### src/rtl/op_fetch_pkg.sv
// op_fetch_pkg
// Shared definitions for the opcode fetch unit: the fetch FSM state type and
// the default address/data widths used by op_fetch and op_fetch_fifo.
package op_fetch_pkg;

   localparam int ADDR_W_DEF = 3;
   localparam int DATA_W_DEF = 8;

   typedef enum logic [1:0] {
      IDLE  = 2'd0,
      RUN   = 2'd1,
      DRAIN = 2'd2
   } state_t;

endpackage

### src/rtl/op_fetch_fifo.sv
// op_fetch_fifo
// Two-entry FIFO holding fetched {address, opcode} pairs.
// Ports:
//   clk, reset_n       clock, asynchronous active-low reset
//   flush              synchronous clear of all entries (wins over push/pop)
//   push, push_data    write one entry
//   pop                remove the head entry
//   pop_data           head entry (valid while !empty)
//   full, empty        occupancy flags
import op_fetch_pkg::*;

module op_fetch_fifo #(
   parameter int W = ADDR_W_DEF + DATA_W_DEF
) (
   input  logic         clk,
   input  logic         reset_n,
   input  logic         flush,
   input  logic         push,
   input  logic [W-1:0] push_data,
   input  logic         pop,
   output logic [W-1:0] pop_data,
   output logic         full,
   output logic         empty
);

   logic [W-1:0] mem [2];
   logic         wr_ptr;
   logic         rd_ptr;
   logic [1:0]   cnt;
   logic         push_ok;
   logic         pop_ok;

   assign full     = (cnt == 2'd2);
   assign empty    = (cnt == 2'd0);
   // A push into a full FIFO is accepted only when the head leaves this cycle.
   assign push_ok  = push & (~full | pop);
   assign pop_ok   = pop & ~empty;
   assign pop_data = mem[rd_ptr];

   always_ff @(posedge clk or negedge reset_n) begin
      if (!reset_n) begin
         wr_ptr <= 1'b0;
         rd_ptr <= 1'b0;
         cnt    <= 2'd0;
      end else if (flush) begin
         wr_ptr <= 1'b0;
         rd_ptr <= 1'b0;
         cnt    <= 2'd0;
      end else begin
         if (push_ok) wr_ptr <= ~wr_ptr;
         if (pop_ok)  rd_ptr <= ~rd_ptr;
         cnt <= cnt + {1'b0, push_ok} - {1'b0, pop_ok};
      end
   end

   // Storage is cleared on reset so the head reads as zero until the first push.
   for (genvar gi = 0; gi < 2; gi++) begin : g_entry
      always_ff @(posedge clk or negedge reset_n) begin
         if (!reset_n) begin
            mem[gi] <= '0;
         end else if (!flush && push_ok && (wr_ptr == 1'(gi))) begin
            mem[gi] <= push_data;
         end
      end
   end

endmodule

### src/rtl/op_fetch.sv
// op_fetch
// Opcode fetch unit: walks a synchronous opcode ROM from address 0 (or from a
// jump target) and delivers {address, opcode} pairs over a valid/ready port
// through a two-entry queue. Sustains one opcode per cycle while op_ready=1.
// Ports:
//   clk, reset_n                 clock, asynchronous active-low reset
//   start, halt, jump_en,
//   jump_addr                    control (priority jump_en > halt > start)
//   rom_ad, rom_ce, rom_oce,
//   rom_reset, rom_dout          ROM interface (data one cycle after rom_ce)
//   op_valid, op_ready,
//   op_data, op_addr             opcode output handshake
//   busy                         high whenever not IDLE
// Build option: define OP_FETCH_WRAP_EN to wrap from LAST_ADDR back to 0 and
// keep running; otherwise the unit drains and stops after LAST_ADDR.
import op_fetch_pkg::*;

module op_fetch #(
   parameter int ADDR_W    = ADDR_W_DEF,
   parameter int DATA_W    = DATA_W_DEF,
   parameter int LAST_ADDR = 7
) (
   input  logic              clk,
   input  logic              reset_n,
   input  logic              start,
   input  logic              halt,
   input  logic              jump_en,
   input  logic [ADDR_W-1:0] jump_addr,
   output logic [ADDR_W-1:0] rom_ad,
   output logic              rom_ce,
   output logic              rom_oce,
   output logic              rom_reset,
   input  logic [DATA_W-1:0] rom_dout,
   output logic              op_valid,
   input  logic              op_ready,
   output logic [DATA_W-1:0] op_data,
   output logic [ADDR_W-1:0] op_addr,
   output logic              busy
);

   localparam int                QW     = ADDR_W + DATA_W;
   localparam logic [ADDR_W-1:0] LAST_A = ADDR_W'(LAST_ADDR);

   state_t            state;
   state_t            state_next;
   logic [ADDR_W-1:0] addr;
   logic [ADDR_W-1:0] addr_next;
   logic              inflight;
   logic [ADDR_W-1:0] inflight_addr;

   logic              issue;
   logic              pop;
   logic              push;
   logic              full;
   logic              empty;
   logic [QW-1:0]     head;
   logic [1:0]        q_level;
   logic [2:0]        outstanding;
   logic              room;

   // Reads in flight plus queued entries must never exceed the queue depth,
   // counting the slot freed by a pop in the same cycle.
   assign q_level     = full ? 2'd2 : (empty ? 2'd0 : 2'd1);
   assign outstanding = {1'b0, q_level} + {2'b0, inflight};
   assign pop         = ~empty & op_ready;
   assign room        = (outstanding - {2'b0, pop}) < 3'd2;
   assign issue       = (state == RUN) & ~jump_en & ~halt & room;

   // A read in flight during a jump belongs to the old stream: drop it.
   assign push = inflight & ~jump_en;

   always_comb begin
      state_next = state;
      addr_next  = addr;
      if (jump_en) begin
         state_next = RUN;
         addr_next  = jump_addr;
      end else begin
         case (state)
            IDLE: begin
               if (!halt && start) begin
                  state_next = RUN;
                  addr_next  = '0;
               end
            end
            RUN: begin
               if (halt) begin
                  state_next = DRAIN;
               end else if (issue) begin
                  if (addr == LAST_A) begin
`ifdef OP_FETCH_WRAP_EN
                     addr_next = '0;
`else
                     state_next = DRAIN;
`endif
                  end else begin
                     addr_next = addr + 1'b1;
                  end
               end
            end
            DRAIN: begin
               if (!inflight && empty) state_next = IDLE;
            end
            default: state_next = IDLE;
         endcase
      end
   end

   always_ff @(posedge clk or negedge reset_n) begin
      if (!reset_n) begin
         state         <= IDLE;
         addr          <= '0;
         inflight      <= 1'b0;
         inflight_addr <= '0;
      end else begin
         state    <= state_next;
         addr     <= addr_next;
         inflight <= issue;
         if (issue) inflight_addr <= addr;
      end
   end

   op_fetch_fifo #(
      .W (QW)
   ) u_fifo (
      .clk       (clk),
      .reset_n   (reset_n),
      .flush     (jump_en),
      .push      (push),
      .push_data ({inflight_addr, rom_dout}),
      .pop       (pop),
      .pop_data  (head),
      .full      (full),
      .empty     (empty)
   );

   assign rom_ad    = addr;
   assign rom_ce    = issue;
   assign rom_oce   = 1'b1;
   assign rom_reset = 1'b0;
   assign op_valid  = ~empty;
   assign op_addr   = head[QW-1:DATA_W];
   assign op_data   = head[DATA_W-1:0];
   assign busy      = (state != IDLE);

endmodule

### config.mk
export PLATFORM = sky130hd
export DESIGN_NAME = op_fetch
export DESIGN_NICKNAME = d
export VERILOG_FILES = /design/src/rtl/op_fetch_pkg.sv /design/src/rtl/op_fetch_fifo.sv /design/src/rtl/op_fetch.sv
export SDC_FILE = /design/constraint.sdc
export NUM_CORES = 1
export LEC_CHECK = 0
export ABC_AREA = 1
export BUFFER_PORTS_ARGS = -buffer_cell sky130_fd_sc_hd__buf_2
export CAP_MARGIN = 25
export CORE_ASPECT_RATIO = 1.25
export CORE_UTILIZATION = 49
export DETAILED_ROUTE_END_ITERATION = 7
export GPL_TIMING_DRIVEN = 0
export PLACE_DENSITY = 0.75
export SYNTH_ARGS = -nofsm -noshare
export SYNTH_HDL_FRONTEND = slang
export SYNTH_SLANG_ARGS = --single-unit
### constraint.sdc
create_clock -name clk -period 1.6 [get_ports clk]
set_input_delay 0.32 -clock clk [delete_from_list [all_inputs] [get_ports clk]]
set_output_delay 0.32 -clock clk [all_outputs]
set_load 0.005 [all_outputs]
== Yosys cells after proc, flatten, opt, wreduce, memory -nomap -nowiden ==
Cells that the tools add are included.

* Output and inout port bits: 19
* Flip-flop bits (word level): 35
* Input port bits: 17
* Word-level logic and storage cells: 81

* Bitwise operators: 15
* Multiplexer cells: 23
* $lt $le $gt $ge: 2
* Eq/ne operators: 11
* Reductions and logical operators: 16
* $add $sub $neg: 5

{| class="wikitable"
|+ Operators by type and width
! kind !! count
|-
| $mux 11 || 3
|-
| $mux 2 || 8
|-
| $mux 3 || 5
|-
| $ne 3x3->1 const B || 5
|-
| $and 1x1->1 || 7
|-
| $not 1->1 || 6
|-
| $pmux 2 s3 || 1
|-
| $pmux 3 s2 || 1
|-
| $reduce_bool 2->1 || 3
|-
| $logic_and 1x1->1 || 5
|-
| $mux 1 || 5
|-
| $reduce_and 5->1 || 1
|-
| $eq 2x2->1 const B || 2
|-
| $logic_not 2->1 || 2
|-
| $ne 4x3->1 const B || 1
|-
| $ne 4x4->1 const B || 1
|-
| $reduce_and 4->1 || 1
|-
| $add 2x1->3 || 1
|-
| $add 3x1->3 const B || 1
|-
| $eq 3x3->1 const B || 1
|-
| $logic_not 1->1 || 3
|-
| $lt 3x2->1 const B || 1
|-
| $reduce_bool 3->1 || 1
|-
| $sub 3x1->3 || 1
|-
| other kinds (6) || 6
|}

== Depth between registers and ports, before layout ==
* Depth after elaboration: 11
* Mapped depth: 13
* Gate-level depth less buffers: 13

== Hierarchy ==
A second synthesis with hierarchy kept.

* Cells, all modules: 252
* Area, all modules: 1956.9 µm²

{| class="wikitable"
|+ By module, submodules not included
! module !! area each (µm²) !! times used !! cells an instance
|-
| op_fetch_fifo || 1336.3 || 1 || 169
|-
| op_fetch || 620.6 || 1 || 83
|}

== Least setup slack after synthesis ==
No wires, ideal clock.

* Kind: register -> output
* Start: register u_fifo.cnt[1]
* End: output rom_ce
* Slack: -0.143 ns
* Required time: 1.280 ns
* Arrival time: 1.423 ns
* Stages on the path, launching flop included: 11
* Buffers on the path: 0
* Path through: dfrtp_1 nor2_1 nor2_1 ha_1 inv_1 nand2_1 nand2_1 nand2_1 nand2_1 nand3_1 inv_1

* Word-level cells in the longest chain between the ends: 7
* Elaborated cells on any way between the ends: 10
* Those cells by class: 2 x add/sub; 1 x order compare; 1 x eq/ne; 2 x mux; 3 x bitwise; 1 x reduce/logical

{| class="wikitable"
|+ RTL lines
! what !! line !! text
|-
| from (decl) || op_fetch_fifo.sv:29 || <nowiki>logic [1:0] cnt;</nowiki>
|-
| from (signal assigned) || op_fetch_fifo.sv:52 || <nowiki>cnt <= cnt + {1'b0, push_ok} - {1'b0, pop_ok};</nowiki>
|-
| $logic_not 2->1 || op_fetch_fifo.sv:34 || <nowiki>assign empty = (cnt == 2'd0);</nowiki>
|-
| $mux 1 || op_fetch.sv:63 || <nowiki>assign q_level = full ? 2'd2 : (empty ? 2'd0 : 2'd1);</nowiki>
|-
| $mux 2 || op_fetch.sv:63 ||
|-
| $add 2x1->3 || op_fetch.sv:64 || <nowiki>assign outstanding = {1'b0, q_level} + {2'b0, inflight};</nowiki>
|-
| $sub 3x1->3 (*) || op_fetch.sv:66 || <nowiki>assign room = (outstanding - {2'b0, pop}) < 3'd2;</nowiki>
|-
| $lt 3x2->1 (*) || op_fetch.sv:66 ||
|-
| $and 1x1->1 (*) || op_fetch.sv:67 || <nowiki>assign issue = (state == RUN) & ~jump_en & ~halt & room;</nowiki>
|-
| to (decl) || op_fetch.sv:30 || <nowiki>output logic rom_ce,</nowiki>
|}

Every way passes the cells marked *; elsewhere a longest branch is shown, timed or not.

== Final worst setup path ==
* Start: register u_fifo.cnt[0]
* End: output rom_ce

The elaborated chain is that of the path after synthesis.

==> summary.md <==
| Metric | Value |
|---|---|
| Yosys cell types | `23` |
| Fill count | `313` |
| RSZ-0062 raised after global routing | `yes` |
| Final period utilization | `129%` |
| Fin util | `64.0%` |
| Fin area | `2230 um^2` |
| Actual slew at the worst max-slew pin | `769 ps` |
| Wire length per cell | `12.3 um` |
| Final nets | `292` |
| Die W | `56.1 um` |
| Crit path DAT | `1750 ps` |
| Buffers on Ports | `32` |
| Post-synthesis register bit count | `35` |
| Core ar. | `3480 um^2` |
| Required @ worst endpoint | `1280 ps` |
| Die area | `3900 um^2` |
| Commonest non-fill, non-tap cell in the layout | `nand2_1` |
| Largest net degree at the start of global routing | `36` |
| Syn Inst Count | `224` |
| Compound-gate portion of the synthesized area | `11.2%` |
| 1st-iter DRT viols | `63` |
| CTS buffer count | `5` |
| CTS root buffer | `clkbuf_8` |
| Cell area power density | `1720 nW/um^2` |
| Setup ws final | `-469 ps` |
| Placed Instance Area | `2010 um^2` |
| Setup crit end kind | `output pin` |
| Seq/Total Area, Yosys | `48.9%` |
| Area share of fa/ha/maj cells after synthesis | `3.49%` |
| Leak | `1.24 nW` |
| Initial antenna violation count | `0` |
| FP Rows | `24` |
| Tmin final | `2070 ps` |
| CP max stage delay | `400 ps` |
| All-layer global routing usage | `21.8%` |
| Number of vias in the routed layout | `1506` |
| H-tree levels | `2` |
| CTS sink count | `35` |
| Max clock buf depth | `2` |
| Global-route wire length before repair | `6490 um` |
| Failing checks | `negative setup slack` |
| Synth Net Count | `246` |
| # hold bufs at CTS | `0` |
| XOR/XNOR Fraction of Synth Area | `0.978%` |
| Io pins | `36` |
| CP dominant cell by count | `nand2_2` |
| Clock-pin slew on the worst setup and hold paths | `70 ps` |
| Peak VDD IR | `0.000948 V` |
| Starting density of the core | `51.4%` |
| HPWL after DPL | `2530 um` |
| Startpoint types | `flop` |
| Final-report hold violation count | `0` |
| CTS tree | `built` |
| Mean Syn Cell Area | `8.00 um^2` |
| Synth warnings | `0` |
| Mux cell area share after synthesis | `0%` |
| Residual DRC count | `0` |
| GP Congestion | `0.765` |
| CP Max Fanout | `2` |
| Most frequent cells in the layout | `nand2_1, dfrtp_1, buf_2` |
| Fin. max-slew vios | `0` |
| HP Class | `in -> async` |
| P&R area growth vs syn | `24.4%` |
| Layout cells sized above 1 | `34.3%` |
| Final WL | `3800 um` |
| Skew-Pair Late Insertion Delay | `290 ps` |
| Crit path cell chain | `nor2_2 -> nor2_2 -> ha_1 -> inv_2 -> nand2_2 -> nand2_2 -> nand2_2 -> nand2_2 -> nand3_2 -> inv_2 -> buf_2` |
| Peak Freq | `483 MHz` |
| Syn Std Cell Area | `1790 um^2` |
| Slowest cell on the critical path | `dfrtp_1` |
| Status | `finished with violations` |
| Total gr overflow | `0` |
| Largest family of logic cells by synthesized area | `simple AND/OR/NAND/NOR gates` |
| Vias in the first global route | `1455` |
| Die height | `69.6 um` |
| Pre-antenna DRT Iters | `4` |
| Post-route ant nets | `0` |
| Final setup vio count | `9` |
| Ant diodes | `0` |
| WS Path Type | `reg -> out` |
| Vias/cell | `4.86` |
| Simple-Gate Fraction of Synth Area | `25.1%` |
| Clock Skews | `4.45 ps` |
| Normalized max-slew margin | `48.8%` |
| # Max-Cap Violations | `0` |
-- cell usage after synthesis (all sizes together) --
master / number / area (um^2)
a21oi: 1 / 5.00
a31oi: 1 / 6.26
buf: 7 / 61.3
clkbuf: 3 / 11.3
conb: 2 / 7.51
dfrtp: 35 / 876
ha: 5 / 62.6
inv: 28 / 105
nand2: 87 / 337
nand3: 10 / 55.1
nand3b: 1 / 7.51
nor2: 12 / 45.0
o211ai: 1 / 7.51
o21ai: 28 / 181
or2: 1 / 6.26
xnor2: 1 / 8.76
xor2: 1 / 8.76
-- kinds of logic (layout without fill, tap and decap cells) --
| kind of cell | Yosys count | count (layout) |
|---|---|---|
| AO/OA/AOI/OAI | 31 | 31 |
| XOR/XNOR | 2 | 2 |
| adder cells (fa/ha/maj) | 5 | 5 |
| buffers and inverters | 38 | 85 |
| flip-flops | 35 | 35 |
| other | 2 | 2 |
| AND/OR/NAND/NOR | 111 | 111 |
-- power by group --
group          internal, W  total, W  switching (W)  leakage, nW
sequential         0.00127   0.00153       0.000261        0.457
combinational     0.000774   0.00169       0.000914        0.739
clock             0.000304  0.000625       0.000321       0.0412
total              0.00235   0.00384        0.00150         1.24
-- critical path, delay by kind of cell, from the launching register on --
| family | cells | cell delay, ps |
|---|---|---|
| fa+ha+maj | 1 | 280 |
| flops | 1 | 400 |
| buf+inv | 3 | 250 |
| simple gates | 7 | 540 |
-- per-layer routing --
metal | GRT usage [%] | part of all wire, % | up-vias
met5 | 0 | 0 | -
met4 | 8.94 | 1.9 | 0
met3 | 5.22 | 4.1 | 6
met2 | 37.7 | 51 | 35
met1 | 25.6 | 43 | 686
li1 | - | - | 779
-- metrics by stage --
stage / setup WS [ps] / hold WS (ps) / total power [W] / std cells / TNS (ps)
2_1_floorplan: -65.4 / 24.4 / 0.00247 / 224 / -133
3_3_place_gp: -281 / 435 / 0.00288 / 295 / -878
3_5_place_dp: -315 / 437 / 0.00296 / 295 / -1200
4_1_cts: -438 / 126 / 0.00372 / 309 / -1140
5_1_grt: -580 / 166 / 0.00419 / 310 / -2840
6_report: -469 / 102 / 0.00384 / 310 / -1530
-- registers in the layout (all words and copies together) (netlist names) --
register / cells
u_fifo.mem: 22
rom_ad: 3
inflight_addr: 3
inflight: 1
state: 2
u_fifo.cnt: 2
u_fifo.rd_ptr: 1
u_fifo.wr_ptr: 1
-- repair_timing --
item	CTS	global route
pin swaps	4	6
setup buffers	6	2
gates resized for setup	10	29
setup endpoints to repair	21	33
-- path summary, 6_finish.rpt --
path | cells past startpoint | slack, ps | endpoint | from
setup / recovery | 11 | -470 | rom_ce | u_fifo.cnt[0]
hold / removal | 1 | 100 | u_fifo.mem[2] | reset_n
setup reg to reg | 14 | -180 | rom_ad[2] | u_fifo.cnt[0]
hold reg to reg | 2 | 480 | u_fifo.mem[18] | u_fifo.mem[18]
max in group asynchronous | 1 | 970 | u_fifo.rd_ptr | reset_n
min in group clk | 2 | 240 | u_fifo.cnt[1] | jump_en
-- area by class of cell --
cell class                 instances  area [um^2]  share of cell area, %
multi-input combinational        151          803                   36.0
timing repair buffer              39          213                   9.54
buffer                            10         97.6                   4.38
clock buffer                       6         72.6                   3.25
clock inverter                     2         12.5                  0.561
tap                               39         48.8                   2.19
inverter                          28          105                   4.71
sequential                        35          877                   39.3
Power figures use the tool's default switching activity.
